$ cat src/rtl/contra_pkg.sv
// contra_pkg: shared player state encoding, sprite image indices and screen geometry
package contra_pkg;
  typedef enum logic [2:0] {IDLE, RUN, JUMP, CROUCH, DYING, GAME_OVER} player_state_t;
  localparam logic [3:0] IMG_STAND = 4'd0, IMG_RUN_A = 4'd1, IMG_RUN_B = 4'd2,
                         IMG_JUMP = 4'd3, IMG_CROUCH = 4'd4, IMG_DEAD = 4'd5;
  localparam int SCREEN_W = 640, SPRITE_W = 30, SPRITE_H = 50;
endpackage

$ cat src/rtl/player_controller_if.sv
// player_controller_if: player key/hit inputs and sprite renderer outputs
interface player_controller_if;
  logic key_left, key_right, key_jump, key_down, hit;
  logic [9:0] pos_x, pos_y;
  logic [3:0] current_image;
  logic face_dir, show_player, game_over;
  logic [1:0] lives;
  modport master(input key_left, key_right, key_jump, key_down, hit,
                 output pos_x, pos_y, current_image, face_dir, show_player, lives, game_over);
  modport slave(output key_left, key_right, key_jump, key_down, hit,
                input pos_x, pos_y, current_image, face_dir, show_player, lives, game_over);
endinterface

$ cat src/rtl/player_controller_frame_tick_sync.sv
// frame_tick_sync: synchronises vsync into the Clk domain and emits a one-cycle pulse per rising edge
module frame_tick_sync (
  input  logic Clk,
  input  logic Reset,
  input  logic frame_clk,
  output logic tick
);
  logic s1, s2, s3;
  always_ff @(posedge Clk or posedge Reset)
    if (Reset) {s1, s2, s3} <= 3'b000;
    else {s1, s2, s3} <= {frame_clk, s1, s2};
  assign tick = s2 & ~s3;
endmodule

$ cat src/rtl/player_controller.sv
// player_controller: per-player motion, animation, death and respawn engine feeding the sprite renderer
module player_controller
  import contra_pkg::*;
#(
  parameter int SPAWN_X       = 40,
  parameter int GROUND_Y      = 380,
  parameter int X_MIN         = 0,
  parameter int X_MAX         = SCREEN_W - SPRITE_W,
  parameter int RUN_SPEED     = 2,
  parameter int JUMP_V        = 10,
  parameter int MAX_FALL      = 12,
  parameter int ANIM_DIV      = 4,
  parameter int DEATH_FRAMES  = 60,
  parameter int INVULN_FRAMES = 120,
  parameter int LIVES_INIT    = 3
) (
  input  logic Clk,
  input  logic Reset,
  input  logic frame_clk,
  player_controller_if.master p
);
  localparam logic signed [10:0] XMIN = 11'(X_MIN), XMAX = 11'(X_MAX), GY = 11'(GROUND_Y), RS = 11'(RUN_SPEED);
  localparam logic signed [5:0] VJ = 6'(JUMP_V), VMAX = 6'(MAX_FALL);
  localparam logic [7:0] DEND = 8'(DEATH_FRAMES - 1), AEND = 8'(ANIM_DIV - 1), INV = 8'(INVULN_FRAMES);
  player_state_t state;
  logic tick, hit_pending, hit_ok, dir;
  logic [9:0] pos_x, pos_y, x_mv;
  logic [3:0] image;
  logic face_dir, show_player, game_over;
  logic [1:0] lives;
  logic signed [5:0] vy, vy_inc;
  logic signed [10:0] x_raw, y_sum;
  logic [7:0] anim_cnt, death_cnt, invuln_cnt, inv_nx;
  frame_tick_sync u_sync (.Clk(Clk), .Reset(Reset), .frame_clk(frame_clk), .tick(tick));
  assign dir = p.key_left ^ p.key_right;
  assign hit_ok = p.hit && state != DYING && state != GAME_OVER && invuln_cnt == 8'd0;
  // Horizontal move is computed wide and signed so saturation never wraps.
  always_comb begin
    x_raw = $signed({1'b0, pos_x}) + (p.key_right ? RS : -RS);
    x_mv = !dir ? pos_x : x_raw < XMIN ? 10'(X_MIN) : x_raw > XMAX ? 10'(X_MAX) : x_raw[9:0];
    y_sum = $signed({1'b0, pos_y}) + $signed({{5{vy[5]}}, vy});
    vy_inc = vy >= VMAX ? VMAX : vy + 6'sd1;
    inv_nx = invuln_cnt == 8'd0 ? 8'd0 : invuln_cnt - 8'd1;
  end
  always_ff @(posedge Clk or posedge Reset)
    if (Reset) begin
      state <= IDLE;
      pos_x <= 10'(SPAWN_X);
      pos_y <= 10'(GROUND_Y);
      image <= IMG_STAND;
      face_dir <= 1'b1;
      show_player <= 1'b1;
      lives <= 2'(LIVES_INIT);
      game_over <= 1'b0;
      hit_pending <= 1'b0;
      vy <= 6'sd0;
      anim_cnt <= 8'd0;
      death_cnt <= 8'd0;
      invuln_cnt <= 8'd0;
    end else if (!tick) begin
      hit_pending <= hit_pending | hit_ok;
    end else begin
      hit_pending <= 1'b0;
      invuln_cnt <= inv_nx;
      show_player <= inv_nx == 8'd0 || !inv_nx[3];
      if (dir && state != DYING && state != GAME_OVER) face_dir <= p.key_right;
      if (state == GAME_OVER) begin
        show_player <= 1'b0;
      end else if (state == DYING) begin
        if (death_cnt != DEND) death_cnt <= death_cnt + 8'd1;
        else if (lives == 2'd0) begin
          state <= GAME_OVER;
          show_player <= 1'b0;
          game_over <= 1'b1;
        end else begin
          state <= IDLE;
          pos_x <= 10'(SPAWN_X);
          pos_y <= 10'(GROUND_Y);
          image <= IMG_STAND;
          face_dir <= 1'b1;
          invuln_cnt <= INV;
          show_player <= !INV[3];
          death_cnt <= 8'd0;
        end
      end else if (hit_pending) begin
        state <= DYING;
        lives <= lives - 2'd1;
        image <= IMG_DEAD;
        death_cnt <= 8'd0;
      end else if (state != JUMP && p.key_jump) begin
        state <= JUMP;
        pos_x <= x_mv;
        pos_y <= pos_y - 10'(JUMP_V);
        vy <= 6'sd1 - VJ;
        image <= IMG_JUMP;
      end else if (state == JUMP) begin
        pos_x <= x_mv;
        vy <= vy_inc;
        if (vy > 6'sd0 && y_sum >= GY) begin
          pos_y <= 10'(GROUND_Y);
          state <= dir ? RUN : IDLE;
          image <= dir ? IMG_RUN_A : IMG_STAND;
          anim_cnt <= 8'd0;
        end else pos_y <= y_sum[9:0];
      end else if (p.key_down) begin
        state <= CROUCH;
        image <= IMG_CROUCH;
      end else if (dir) begin
        state <= RUN;
        pos_x <= x_mv;
        anim_cnt <= state != RUN || anim_cnt == AEND ? 8'd0 : anim_cnt + 8'd1;
        if (state != RUN) image <= IMG_RUN_A;
        else if (anim_cnt == AEND) image <= image == IMG_RUN_A ? IMG_RUN_B : IMG_RUN_A;
      end else begin
        state <= IDLE;
        image <= IMG_STAND;
      end
    end
  assign p.pos_x = pos_x;
  assign p.pos_y = pos_y;
  assign p.current_image = image;
  assign p.face_dir = face_dir;
  assign p.show_player = show_player;
  assign p.lives = lives;
  assign p.game_over = game_over;
endmodule

$ cat src/flat_wrapper.sv
// flat-port wrapper written by rule: the top's interface ports become plain ports
module player_controller_flat import contra_pkg::*;
#(
  parameter int SPAWN_X       = 40,
  parameter int GROUND_Y      = 380,
  parameter int X_MIN         = 0,
  parameter int X_MAX         = SCREEN_W - SPRITE_W,
  parameter int RUN_SPEED     = 2,
  parameter int JUMP_V        = 10,
  parameter int MAX_FALL      = 12,
  parameter int ANIM_DIV      = 4,
  parameter int DEATH_FRAMES  = 60,
  parameter int INVULN_FRAMES = 120,
  parameter int LIVES_INIT    = 3
)
  (Clk, Reset, frame_clk, p_key_left, p_key_right, p_key_jump, p_key_down, p_hit, p_pos_x, p_pos_y, p_current_image, p_face_dir, p_show_player, p_lives, p_game_over);
  player_controller_if p_i ();
  input  logic Clk;
  input  logic Reset;
  input  logic frame_clk;
  input wire logic [$bits(p_i.key_left)-1:0] p_key_left;
  input wire logic [$bits(p_i.key_right)-1:0] p_key_right;
  input wire logic [$bits(p_i.key_jump)-1:0] p_key_jump;
  input wire logic [$bits(p_i.key_down)-1:0] p_key_down;
  input wire logic [$bits(p_i.hit)-1:0] p_hit;
  output wire logic [$bits(p_i.pos_x)-1:0] p_pos_x;
  output wire logic [$bits(p_i.pos_y)-1:0] p_pos_y;
  output wire logic [$bits(p_i.current_image)-1:0] p_current_image;
  output wire logic [$bits(p_i.face_dir)-1:0] p_face_dir;
  output wire logic [$bits(p_i.show_player)-1:0] p_show_player;
  output wire logic [$bits(p_i.lives)-1:0] p_lives;
  output wire logic [$bits(p_i.game_over)-1:0] p_game_over;
  assign p_i.key_left = p_key_left;
  assign p_i.key_right = p_key_right;
  assign p_i.key_jump = p_key_jump;
  assign p_i.key_down = p_key_down;
  assign p_i.hit = p_hit;
  assign p_pos_x = p_i.pos_x;
  assign p_pos_y = p_i.pos_y;
  assign p_current_image = p_i.current_image;
  assign p_face_dir = p_i.face_dir;
  assign p_show_player = p_i.show_player;
  assign p_lives = p_i.lives;
  assign p_game_over = p_i.game_over;
  player_controller #(.SPAWN_X(SPAWN_X), .GROUND_Y(GROUND_Y), .X_MIN(X_MIN), .X_MAX(X_MAX), .RUN_SPEED(RUN_SPEED), .JUMP_V(JUMP_V), .MAX_FALL(MAX_FALL), .ANIM_DIV(ANIM_DIV), .DEATH_FRAMES(DEATH_FRAMES), .INVULN_FRAMES(INVULN_FRAMES), .LIVES_INIT(LIVES_INIT)) u_core (.Clk(Clk), .Reset(Reset), .frame_clk(frame_clk), .p(p_i));
endmodule
$ cat config.mk
export PLATFORM = sky130hd
export DESIGN_NAME = player_controller_flat
export DESIGN_NICKNAME = d
export VERILOG_FILES = /design/src/rtl/contra_pkg.sv /design/src/rtl/player_controller_if.sv /design/src/rtl/player_controller_frame_tick_sync.sv /design/src/rtl/player_controller.sv /design/src/flat_wrapper.sv
export SDC_FILE = /design/constraint.sdc
export NUM_CORES = 1
export LEC_CHECK = 0
export ABC_AREA = 0
export CORE_ASPECT_RATIO = 2
export CORE_MARGIN = 4
export CORE_UTILIZATION = 59
export DETAILED_ROUTE_END_ITERATION = 6
export PLACE_DENSITY_LB_ADDON = 0.2
export SLEW_MARGIN = 40
export SYNTH_ARGS = -nofsm -noshare
export SYNTH_HDL_FRONTEND = slang
export SYNTH_HIERARCHICAL = 1
export SYNTH_SLANG_ARGS = --single-unit
$ cat constraint.sdc
create_clock -name Clk -period 2.9 [get_ports Clk]
set_input_delay 0.58 -clock Clk [delete_from_list [all_inputs] [get_ports Clk]]
set_output_delay 0.58 -clock Clk [all_outputs]
set_load 0.02 [all_outputs]
After elaboration in Yosys (flattened, before gate mapping):

Index checks and enable logic that the tools add are counted.

* flip-flop bits (word level): 66
* logic and storage cells: 151

* add/subtract/negate cells: 8
* mux-type cells: 67
* magnitude comparators: 5
* reduce and logical (&&, ||, !) cells: 27
* bitwise gates (word level): 9
* eq/ne operators: 19

Operators with widths (count)
* 2-to-1 mux 10 bit: 18
* 2-to-1 mux 8 bit: 14
* 2-to-1 mux 4 bit: 11
* 2-to-1 mux 3 bit: 8
* 2-to-1 mux 6 bit: 3
* adder 8 x 1 -> 8 bit, second input constant: 2
* zero test 8 bit: 2
* AND reduction 4 bit: 3
* AND reduction 6 bit: 2
* adder 11 bit: 1
* adder 11 x 6 -> 11 bit: 1
* >= comparator 11 x 10 -> 1 bit, second input constant: 1
* > comparator 11 bit, second input constant: 1
* less-than comparator 11 x 1 -> 1 bit, second input constant: 1
* 2-to-1 mux 1 bit: 11
* 2-to-1 mux 11 bit: 1
* AND reduction 5 bit: 2
* subtractor 10 x 4 -> 10 bit, second input constant: 1
* inequality test 3 bit, second input constant: 3
* == test 8 x 2 -> 1 bit, second input constant: 1
* inequality test 2 bit, second input constant: 4
* inequality test 8 x 6 -> 1 bit, second input constant: 1
* inequality test 8 x 7 -> 1 bit, second input constant: 1
* AND reduction 8 bit: 1
* 26 further kinds: 41

Logic depth before layout (Yosys ltp):

Gate-level depths: netlist of run 1.

* depth after elaboration: 12
* mapped depth: 10
* gate-level depth less buffers: 10

Modules after synthesis:

The synthesis of run 1 kept the hierarchy.

By module, submodules not included
* player_controller: area each 4525.6 µm², instances 1, cells each 519, sequential area each 1541.5 µm²
* frame_tick_sync: area each 92.6 µm², instances 1, cells each 5, sequential area each 75.1 µm²

Worst setup path before layout of run 1:

OpenSTA, ideal clock, no wires.

* path type: register to register
* start: register u_core.pos_y[0], in the netlist u_core/p.pos_y[0]
* end: register u_core.anim_cnt[1]
* required time: 2.821 ns
* arrival time: 2.632 ns
* path slack: 0.189 ns
* stages on the path, launching flop included: 11
* setup time: 0.079 ns
* path buffers: 0
* cell sequence: dfrtp_1 > ha_1 > inv_1 > fa_1 > nand2b_1 > a211oi_1 > a211oi_1 > o32ai_1 > a21oi_2 > o31ai_4 > mux2i_1

* cells in the longest elaborated chain, start to end: 5

Ends and longest elaborated chain
* from (decl): line player_controller.sv:27 `logic [9:0] pos_x, pos_y, x_mv;`
* from (signal assigned): line player_controller.sv:49 `pos_y <= 10'(GROUND_Y);`
* from (signal assigned): line player_controller.sv:78 `pos_y <= 10'(GROUND_Y);`
* from (signal assigned): line player_controller.sv:93 `pos_y <= pos_y - 10'(JUMP_V);`
* adder 11 x 6 -> 11 bit: line player_controller.sv:41 `y_sum = $signed({1'b0, pos_y}) + $signed({{5{vy[5]}}, vy});`
* >= comparator 11 x 10 -> 1 bit: line player_controller.sv:99 `if (vy > 6'sd0 && y_sum >= GY) begin`
* logical AND 1 bit: line player_controller.sv:99
* inequality test 2 bit (no line)
* AND reduction 8 bit (no line)
* to (signal assigned): line player_controller.sv:111 `anim_cnt <= state != RUN || anim_cnt == AEND ? 8'd0 : anim_cnt + 8'd1;`
* to (decl): line player_controller.sv:33 `logic [7:0] anim_cnt, death_cnt, invuln_cnt, inv_nx;`

Every way passes these cells.
A chain may end at the register's enable or synchronous reset.

Final worst setup path of run 1:

* start: register u_core.vy[0]
* end: register u_core.anim_cnt[1]

* cells in the longest elaborated chain, start to end: 5

Ends and longest elaborated chain
* from (decl): line player_controller.sv:31 `logic signed [5:0] vy, vy_inc;`
* from (signal assigned): line player_controller.sv:94 `vy <= 6'sd1 - VJ;`
* from (signal assigned): line player_controller.sv:98 `vy <= vy_inc;`
* adder 11 x 6 -> 11 bit: line player_controller.sv:41
* >= comparator 11 x 10 -> 1 bit: line player_controller.sv:99
* logical AND 1 bit (*): line player_controller.sv:99
* inequality test 2 bit (no line) (*)
* AND reduction 8 bit (no line) (*)

Every way passes the cells marked *; elsewhere a longest branch is shown, timed or not.

==> results by stage, run 1 <==
Status:
- The flow ran to the end, and the final reports show no timing, DRC or antenna violations.

Route:
- Summed over all layers, the routed wires come to 13.7 mm.
- The number of remaining DRC errors is 0.
- Detailed routing inserted a total of 4,560 vias.
- The number of optimization iterations in the first detailed-route pass is 5.
- The detailed router finished its first iteration with 248 violations.
- The average via count per standard cell is 6.34.
- The routed length per instance is 19.1 um.
- The remaining antenna violation count is 0.

Clock network:
- The number of clock buffers added by TritonCTS is 9.
- In this run the deepest clock path goes through 2 buffers.
- The clock transition at the registers of the reported paths is 50 ps.
- The later pin in the worst-skew pair is clocked with a latency of 330 ps.
- TritonCTS built the clock tree.
- The clock tree synthesis step divided the H-tree into 3 levels.
- The clock sink count is 64.
- The hold-fix buffer count after cts is 0.
- The root buffer cell is sky130_fd_sc_hd__clkbuf_16.

Setup path:
- The largest individual stage delay along the critical path comes from the cell sky130_fd_sc_hd__fa_1.
- For this run, the slowest stage of the critical path takes 400 ps.
- STA classifies the critical path endpoint as a register.
- The critical path goes through ha_1 -> inv_1 -> fa_1 -> nand2b_1 -> a211oi_2 -> a211oi_1 -> o32ai_1 -> buf_4 -> a21oi_4 -> o31ai_4 -> buf_4 -> mux2i_1.
- The critical path arrival is 3020 ps.
- The cell occurring most often along the worst timing path is sky130_fd_sc_hd__buf_4.
- The critical path is of the reg2reg type.
- The maximum fanout count along the critical path is 8.
- The worst setup path is launched from a register.
- At the worst endpoint, the required time is 3150 ps.

Logic synthesis:
- The area share of and/or/nand/nor cells after synthesis is 0.222.
- The post-synthesis share of cell area spent on xor and xnor gates is 0.0360.
- The number of enable-type register cells in the synthesized netlist is 0.
- Summing every instance area after synthesis gives 4620 um^2.
- The sequential area share after synthesis is 0.350.
- The register bit count reported by yosys is 64.
- Synthesis instantiated 77 different standard cells from the library.
- Counting every instance in the synthesized netlist gives 524.
- After synthesis, the share of flip-flops with an asynchronous set or reset is 1.00.
- The flip-flop cell with the highest count after synthesis is sky130_fd_sc_hd__dfrtp_1.
- The average instance in the mapped netlist occupies 8.81 um^2.
- The adder-cell share of the synthesized area is 0.0818.
- Of the post-synthesis cell area, the dominant cell type holds 0.282.
- For this run, the number of Yosys warnings is 6.
- In the post-synthesis netlist, the biggest area contributors are sky130_fd_sc_hd__dfrtp_1 28%, sky130_fd_sc_hd__ha_1 7.3%, sky130_fd_sc_hd__dfstp_2 6.8%.
- The compound-cell area share of the yosys netlist was 0.252.
- The share of cell area taken by muxes after synthesis is 0.0157.
- Summed over all instances, the cell type with the most area after synthesis is sky130_fd_sc_hd__dfrtp_1.
- After synthesis, the largest family of logic cells by area is compound AO/OA/AOI/OAI gates.

Finish:
- The post-layout instance area is 6000 um^2.
- The most common cell after layout, fill and taps aside is sky130_fd_sc_hd__buf_4.
- The share of final-layout standard cells stronger than drive strength 1 is 0.230.
- The library cells used most frequently in the layout, excluding fill and tap cells, are 66 x sky130_fd_sc_hd__buf_4, 52 x sky130_fd_sc_hd__dfrtp_1, 41 x sky130_fd_sc_hd__nand2_1, 40 x sky130_fd_sc_hd__o21ai_0, 36 x sky130_fd_sc_hd__nor2_1.
- At the end of the flow the core is filled with cells to 0.789.
- The number of antenna diodes in the final layout is 0.
- The final cell count without fillers is 719.
- The layout overhead on the synthesized area is 29.9%.
- For this run, the post-layout net count is 657.
- The layout has 525 filler cells.

Timing:
- Measured against its own limit, the worst slew margin works out to 0.522.
- The tightest hold path in the finished design has a slack of 351 ps.
- The setup-violating endpoint count in the final report is 0.
- The shortest period the worst path allows is 2770 ps.
- The final count of pins violating max slew came to 0.
- In the finished design, the share of the clock period the worst path needs comes to 0.955.
- The transition time of the tightest slew-check pin is 712 ps.
- The worst clock skew on the final layout is 5.42 ps.
- Based on the critical path, the design can be clocked at up to 0.361 GHz.
- The hold violation total from the final report came to 0.

Power:
- The power per standard cell area is 1200 nW/um^2.
- Summed over all cells, the static leakage comes to 2.62 nW.
- The power consumption is 7.17 mW.
- IR analysis of the VDD net gives a maximum drop of 0.832 mV.

Place:
- The number of input and output port buffers inserted is 34.
- Once placement completed, the tool counted placed cells totaling 699.
- Once detailed placement completed, the half-perimeter wirelength came to 10.2 mm.
- After detailed placement, the total cell area comes to 5480 um^2.
- The routability congestion estimate is 0.949.

GRT:
- For this run, the total global-route usage over all layers was measured as 0.296.
- The initial antenna violation count is 0.
- The maximum number of pins on one net before global-route repair is 56.
- The via count of the first global-routing pass came to 4,736.
- The first global-routing pass estimated 22.1 mm of wire.
- For this run the aggregate overflow at the end of global routing stands at 0.

Die:
- The total area inside the core boundary comes to 7600 um^2.
- For this configuration, the core starts out at a cell density of 0.608.
- The chip width is 70.6 um.
- During I/O placement, the number of pins put on the boundary was 37.
- The height of the chip is 133 um.
- The initialized floorplan defines 45 standard-cell rows.
- The die area is 9390 um^2.

Worst hold path:
- The min-delay analysis places its worst path in the category reg2reg.

Job:
- Max-cap violations in this run came to 0.
[power breakdown]
group	switching, mW	internal (mW)
logic	2.40	2.07
clock network	0.395	0.822
registers	0.299	1.19
total	3.10	4.08
[flip-flops by register name (all words and copies together) (netlist names)]
register and count:
u_core/p.game_over 1, u_core/death_cnt 8, u_core/p.show_player 1, u_core/p.face_dir 1, u_core/hit_pending 1, u_core/p.lives 2, u_core/state 3, u_core/anim_cnt 8
u_core/invuln_cnt 8, u_core/vy 6, u_core/u_sync/s3 1, u_core/u_sync/s1 1, u_core/p.pos_x 9, u_core/u_sync/s2 1, u_core/p.pos_y 10, u_core/p.current_image 3
[final timing paths]
check	start	to	slack, ps	depth (start not counted)
worst max-delay path	u_core/vy[0]	u_core/anim_cnt[1]	130	12
worst min-delay path	u_core/u_sync/s1	u_core/u_sync/s2	350	0
worst max register to register	u_core/vy[0]	u_core/anim_cnt[1]	130	12
worst min register to register	u_core/u_sync/s1	u_core/u_sync/s2	350	0
max in group asynchronous	Reset	u_core/p.lives[1]	1810	3
min in group asynchronous	Reset	u_core/u_sync/s1	460	2
[cell families (layout without fill, tap and decap cells)]
kind of cell               after synthesis  in the layout
adders and majority gates               29             29
AOI/OAI and AO/OA                      169            169
muxes                                    7              7
DFF                                     64             64
buffers and inverters                   46            146
and+or+nand+nor                        189            189
other                                    1              2
xor gates and xnor gates                19             19
[metrics by stage]
stage / worst slack (ps) / TNS, ps
2_1_floorplan: 189 / 0
3_3_place_gp: -364 / -2480
3_5_place_dp: -414 / -3060
4_1_cts: 0.416 / 0
5_1_grt: -8.39 / -8.39
6_report: 131 / 0
[layer usage]
| layer | track usage | vias up | routed length [um] |
|---|---|---|---|
| met5 | 0 | - | 0 |
| met4 | 0.211 | 0 | 870 |
| li1 | - | 2136 | - |
| met2 | 0.559 | 145 | 7850 |
| met1 | 0.287 | 2215 | 4600 |
| met3 | 0.0325 | 64 | 396 |
[worst max-delay path: cells and delay by family, from the launching register on]
| kind | cells | cell delay, ps |
|---|---|---|
| compound gates | 5 | 850 |
| simple gates | 1 | 250 |
| flops | 1 | 350 |
| buf+inv | 3 | 440 |
| mux | 1 | 200 |
| fa+ha+maj | 2 | 570 |
[timing repair]
action,CTS,global route
pin swaps,1,12
buffers inserted,1,3
endpoints found under the setup margin,8,30
resized for setup,3,29
[Yosys cell counts (8+ instances only)]
library cell               instances
sky130_fd_sc_hd__a21o_1            8
sky130_fd_sc_hd__nand3_1          24
sky130_fd_sc_hd__a31oi_1          13
sky130_fd_sc_hd__o21ai_0          40
sky130_fd_sc_hd__xnor2_1          13
sky130_fd_sc_hd__ha_1             27
sky130_fd_sc_hd__dfstp_2          12
sky130_fd_sc_hd__nand2_1          42
sky130_fd_sc_hd__inv_1            29
sky130_fd_sc_hd__clkbuf_1          8
sky130_fd_sc_hd__nand2b_1         18
sky130_fd_sc_hd__dfrtp_1          52
sky130_fd_sc_hd__and3_1            9
sky130_fd_sc_hd__a21oi_1          26
sky130_fd_sc_hd__nor3_1           12
sky130_fd_sc_hd__o21ai_1           9
sky130_fd_sc_hd__nor2_1           36
[cell type report]
type / count / area, um^2 / share of cell area
clock inverters: 4 / 75.1 / 0.0125
inverters: 29 / 109 / 0.0182
clock buffers: 12 / 267 / 0.0444
flip-flops and latches: 64 / 1620 / 0.270
repair buffers: 101 / 858 / 0.143
well taps: 94 / 118 / 0.0196
multi-input cells: 415 / 2950 / 0.493
Note: power is estimated with default switching activity, not from simulation.
==> run 2, diff against run 1 <==
ABC_AREA = not set   (was 0)
ABC_CLOCK_PERIOD_IN_PS = 2900   (was not set)
==> results of run 2 <==
The final DEF is identical to that of run 1; final timing and power are the same.
==> RTL edit 1, RTL diff (settings of run 1) <==
Reset style: synchronous (`Reset`), changed in 2 clocked blocks.
--- a/src/rtl/player_controller_frame_tick_sync.sv
+++ b/src/rtl/player_controller_frame_tick_sync.sv
@@ -8,3 +8,3 @@
   logic s1, s2, s3;
-  always_ff @(posedge Clk or posedge Reset)
+  always_ff @(posedge Clk)
     if (Reset) {s1, s2, s3} <= 3'b000;
--- a/src/rtl/player_controller.sv
+++ b/src/rtl/player_controller.sv
@@ -44,3 +44,3 @@
   end
-  always_ff @(posedge Clk or posedge Reset)
+  always_ff @(posedge Clk)
     if (Reset) begin
Check against the original RTL: differs if Reset is asserted again (counterexample within 4 cycles, from zero or initial values and one cycle with Reset high); with Reset held inactive, the same outputs for 4 cycles.
==> RTL edit 1 against run 1 <==
  * The flow now finishes with violations (negative setup slack)
  * Setup slack lost 260 ps
  * Design area about the same
  * Non-clock buffer count grew 11
  * Routed wire length rose by 11%
  * Die area decreased by 5.6%
  * Synthesized cell count is 7.4% higher
  * Critical path depth shrank 1
  * Core utilization is 4.2 points higher
  * Via count increased by 9.1%
  * Sequential cell count unchanged
  * Synthesized area is 6.1% lower
  * Critical path type unchanged
  * Highest routed layer unchanged
Power is not compared: it rests on default switching activity, and its combinational part moved more than twofold at a synthesized area within 25%.
==> RTL edit 1: results (changes against run 1) <==
Timing
  – # setup viols final: 12 (+12)
  – Slew headroom: 53.4% (+1.2 points)
  – Final WS setup: -131 ps (-261 ps)
  – Fin Clk Skew: 5.90 ps (+0.481 ps)

Yosys
  – Fraction of synthesized area in multiplexers: 0.462% (-1.1 points)
  – Post-Synth Adder-Cell Area: 8.71% (+0.53 points)
  – Seq/Total Area, Yosys: 29.5% (-5.5 points)
  – Area fraction in compound gates after synthesis: 23.6% (-1.5 points)
  – Post-Synth XOR/XNOR Area: 5.86% (+2.3 points)
  – Asr flop ratio synth: 0% (-100 points)

Placed design
  – Dpl ws: -390 ps (+23.8 ps)
  – Gpl congestion: 0.907 (-4.5%)
  – Final HPWL DP: 9930 µm (-2.6%)

Setup path
  – Worst reg2reg startpoint: u_core/vy[0]
  – Cells on worst reg2reg path: 11 (-1)
  – CP max stage cell: or4_4
  – Max FO, Critical Path: 6 (-2)
  – CP max stage delay: 490 ps (+90 ps)
  – Arrival time worst endpoint: 3300 ps (+280 ps)
  – Worst Setup EP: u_core/anim_cnt[5]

Layout
  – Post-layout nets: 703 (+7.0%)
  – Share of cells above drive strength 1: 24.6% (+1.6 points)
  – Area Growth Syn to Fin: 38.2%
  – Fillers: 429 (-18%)

Global route
  – First-pass GRT wire length: 22600 µm (+2.0%)
  – Largest net degree at the start of global routing: 33 (-41%)

Route
  – Routed vias: 4977 (+9.1%)
  – WL final: 15200 µm (+11%)
  – Initial DRC count: 443 (+79%)

Outcome
  – Failing checks: negative setup slack
  – Status: finished, violations left

Floorplanning
  – Core area: 0.00721 mm² (-5.1%)

Clock network
  – Clk_lat worst skew: 330 ps (about the same)
==> RTL edit 1: metal layers <==
metal  wire [µm]  GRT usage, %
met5           0             0
met3        1030          8.67
met4        1230          27.7
met2        8100          58.0
met1        4800          31.0
==> RTL edit 1: cell families after synthesis <==
logic type / Yosys count
muxes: 2
xor gates and xnor gates: 29
other: 1
buffers and inverters: 44
adders and majority gates: 29
and+or+nand+nor: 231
DFF: 64
AOI/OAI and AO/OA: 163
==> RTL edit 1: how the worst min path moves through the flow <==
| stage | depth (start not counted) | endpoint | slack [ps] | start |
|---|---|---|---|---|
| after floorplan | 1 | u_core/u_sync/s2 | 410 | u_core/u_sync/s1 |
| after global placement | 1 | u_core/u_sync/s2 | 420 | u_core/u_sync/s1 |
| after detailed placement | 1 | u_core/u_sync/s2 | 450 | u_core/u_sync/s1 |
| after CTS | 2 | u_core/invuln_cnt[5] | 450 | u_core/invuln_cnt[5] |
| after global routing | 1 | u_core/u_sync/s2 | 470 | u_core/u_sync/s1 |
| final | 2 | u_core/invuln_cnt[5] | 450 | u_core/invuln_cnt[5] |
==> RTL edit 1: per-stage QoR <==
stage	setup TNS (ps)	total power [W]	instances	hold slack, ps
6_report	-610	0.00262	762	450
5_1_grt	-3910	0.00272	762	469
4_1_cts	-181	0.00251	752	455
3_3_place_gp	-3300	0.00143	736	422
2_1_floorplan	0	0.00124	564	414
3_5_place_dp	-4560	0.00144	736	447
==> RTL edit 1: where the power goes <==
| group | leakage (nW) | internal [W] | switching (W) |
|---|---|---|---|
| Clock | 0.139 | 0.000682 | 0.000380 |
| Combinational | 1.66 | 0.000284 | 0.000346 |
| Sequential | 0.522 | 0.000902 | 0.0000283 |
| Total | 2.32 | 0.00187 | 0.000754 |
==> RTL edit 1: repair_timing <==
action	4_1_cts	5_1_grt
pin swaps	6	24
endpoints found under the hold margin	0	0
hold buffers	0	0
setup endpoints to repair	22	29
setup buffers	1	11
resized for setup	16	72
==> RTL edit 1: tightest hold or removal path: cells and delay by family, from the launching register on <==
| kind | cells | cell delay (ps) |
|---|---|---|
| DFF | 1 | 300 |
| and+or+nand+nor | 1 | 50 |
| AOI/OAI and AO/OA | 1 | 50 |
==> RTL edit 1: final cells by class <==
type	count	share of cell area [%]
well taps	92	1.92
clock inverters	3	0.710
repair buffers	112	15.9
clock buffers	12	4.11
flip-flops and latches	64	21.5
multi-input cells	456	54.4
inverters	23	1.44
==> RTL edit 2, RTL diff (settings of run 1) <==
Without the edit above. `DEATH_FRAMES` is set to 60 in 2 places; all go to 32.
--- a/src/rtl/player_controller.sv
+++ b/src/rtl/player_controller.sv
@@ -12,3 +12,3 @@
   parameter int ANIM_DIV      = 4,
-  parameter int DEATH_FRAMES  = 60,
+  parameter int DEATH_FRAMES  = 32,
   parameter int INVULN_FRAMES = 120,
--- a/src/flat_wrapper.sv
+++ b/src/flat_wrapper.sv
@@ -11,3 +11,3 @@
   parameter int ANIM_DIV      = 4,
-  parameter int DEATH_FRAMES  = 60,
+  parameter int DEATH_FRAMES  = 32,
   parameter int INVULN_FRAMES = 120,
Formal check against the unedited RTL: same outputs for any inputs over 4 cycles, from zero or initial values and one cycle with Reset high; that may be too few to reach the edited logic, so the function may still have changed.
==> RTL edit 2 against run 1 <==
  * Hold slack improved by 23 ps
  * Die area decreased by 2.2%
  * Routed wire length is 5.4% lower
  * Design area shrank 1.9%
  * Sequential cell count unchanged
  * Total power fell by 15%
  * Synthesized area fell by 2.4%
  * Non-clock buffer count fell by 4
  * Setup slack got worse by 100 ps
  * Maximum frequency is 3.5% lower
  * Critical path type unchanged
  * Largest cell class unchanged
  * Highest routed layer unchanged
==> RTL edit 2: results (changes against run 1) <==
Outcome
  – Status: finished clean

Layout
  – Post-layout nets: 655 (-0.30%)
  – Regs by FF count: u_core/p.pos_y (10), u_core/p.pos_x (9)
  – Fillers: 519 (-1.1%)
  – Share of cells above drive strength 1: 22.5% (-0.57 points)
  – Non-filler cells, final: 715 (-0.56%)

Timing
  – Worst-Margin Slew: 809 ps (+96.8 ps)
  – Fin Clk Skew: 5.61 ps (+0.188 ps)

Worst hold path
  – Worst Hold Class: reg2reg

Yosys
  – Synth cell count leaders: 52 x dfrtp_1, 47 x nand2_1, 47 x nor2_1
  – Cell variety after synth: 72 (-6.5%)
  – Seq/Total Area, Yosys: 35.9% (+0.85 points)
  – Dominant cells by area after synthesis: dfrtp_1 29%, ha_1 7.5%, dfstp_2 7.0%, o21ai_0 4.9%, a21oi_1 4.4%
  – Syn avg cell area: 8.72 µm² (-1.1%)

Power
  – VDD IR-drop max: 0.664 mV (-20%)
  – P_leak: 2.62 nW (-0.11%)

Setup path
  – Arrival time worst endpoint: 3100 ps (+80 ps)
  – CP max stage cell: dfstp_2
  – Max FO, Critical Path: 7 (-1)
  – CP max stage delay: 590 ps (+190 ps)

Route
  – WL final: 13000 µm (-5.4%)
  – Initial DRC count: 326 (+31%)
  – Vias per inst: 6.33 (-0.12%)

Global route
  – Vias in the first global route: 4617 (-2.5%)
  – First-pass GRT wire length: 21200 µm (-4.1%)
  – GRT Total Usage: 28.2% (-1.5 points)
  – Largest net degree at the start of global routing: 62 (+11%)

Clock network
  – Clk_lat worst skew: 330 ps (about the same)

Placed design
  – Gpl congestion: 0.866 (-8.8%)
  – Placed insts: 686 (-1.9%)
  – Final HPWL DP: 9230 µm (-9.6%)
==> RTL edit 2: cell count changes in the layout (fill, tap and decap cells not counted), moves of 5 or more <==
cell | run 1 | this run
inv_1 | 27 | 21
a21oi_1 | 23 | 36
nand3_1 | 23 | 14
or4_1 | 1 | 6
or3_1 | 5 | 11
nand2_1 | 41 | 46
buf_4 | 66 | 60
nand2b_1 | 18 | 7
nor2_1 | 36 | 47
a31oi_1 | 13 | 5
o21ai_1 | 4 | 9
==> RTL edit 2: final cells by class <==
class / instances / area share (%)
inverters: 24 / 1.53
repair buffers: 97 / 14.3
clock buffers: 13 / 4.42
clock inverters: 3 / 1.11
well taps: 92 / 1.96
multi-input cells: 422 / 49.2
flip-flops and latches: 64 / 27.5
==> RTL edit 2: path summary, 6_finish.rpt <==
kind                                        start                end  slack [ps]  depth (start not counted)
min in group asynchronous                   Reset   u_core/u_sync/s2         460                          2
worst min register to register   u_core/u_sync/s1   u_core/u_sync/s2         370                          0
worst min-delay path             u_core/u_sync/s1   u_core/u_sync/s2         370                          0
max in group asynchronous                   Reset  u_core/p.pos_x[3]        1920                          3
worst max-delay path            u_core/p.pos_y[3]  u_core/p.pos_y[3]          30                          9
worst max register to register  u_core/p.pos_y[3]  u_core/p.pos_y[3]          30                          9
==> RTL edit 2: power by group <==
part	internal [W]	switching, W
Sequential	0.00117	0.000263
Clock	0.000798	0.000384
Combinational	0.00164	0.00185
Total	0.00361	0.00250
==> RTL edit 2: logic make-up (layout without fill, tap and decap cells) <==
| logic type | after synthesis | count (layout) | synth area share [%] |
|---|---|---|---|
| AND/OR/NAND/NOR | 194 | 194 | 22.3 |
| AO/OA/AOI/OAI | 171 | 171 | 25.1 |
| flip-flops | 64 | 64 | 35.9 |
| buffers and inverters | 32 | 137 | 3.00 |
| adder cells (fa/ha/maj) | 29 | 29 | 8.38 |
| XOR/XNOR | 21 | 21 | 4.08 |
| multiplexers | 5 | 5 | 1.25 |
| other | 1 | 2 | 0.0832 |
==> RTL edit 2: stage by stage <==
step / TNS (ps) / power (W) / setup WS [ps] / cell area, µm²
global placement: -2410 / 0.00433 / -384 / 5320
CTS: 0 / 0.00574 / 1.06 / 5700
detailed placement: -3290 / 0.00444 / -447 / 5320
floorplan: 0 / 0.00327 / 56.2 / 4510
finish: 0 / 0.00611 / 30.8 / 5890
global route: -329 / 0.00648 / -90.3 / 5890
==> RTL edit 2: per-layer routing <==
layer | up-vias | wire (µm) | global-route usage (%)
met5 | - | 0 | 0
met4 | 0 | 642 | 14.3
met3 | 52 | 614 | 5.12
met2 | 183 | 7150 | 52.1
met1 | 2191 | 4570 | 29.7
li1 | 2103 | - | -
==> RTL edit 2: repair_timing <==
item	in CTS	in global routing
buffers inserted	3	10
gates resized for setup	6	31
pin swaps	3	14
setup endpoints to repair	13	29
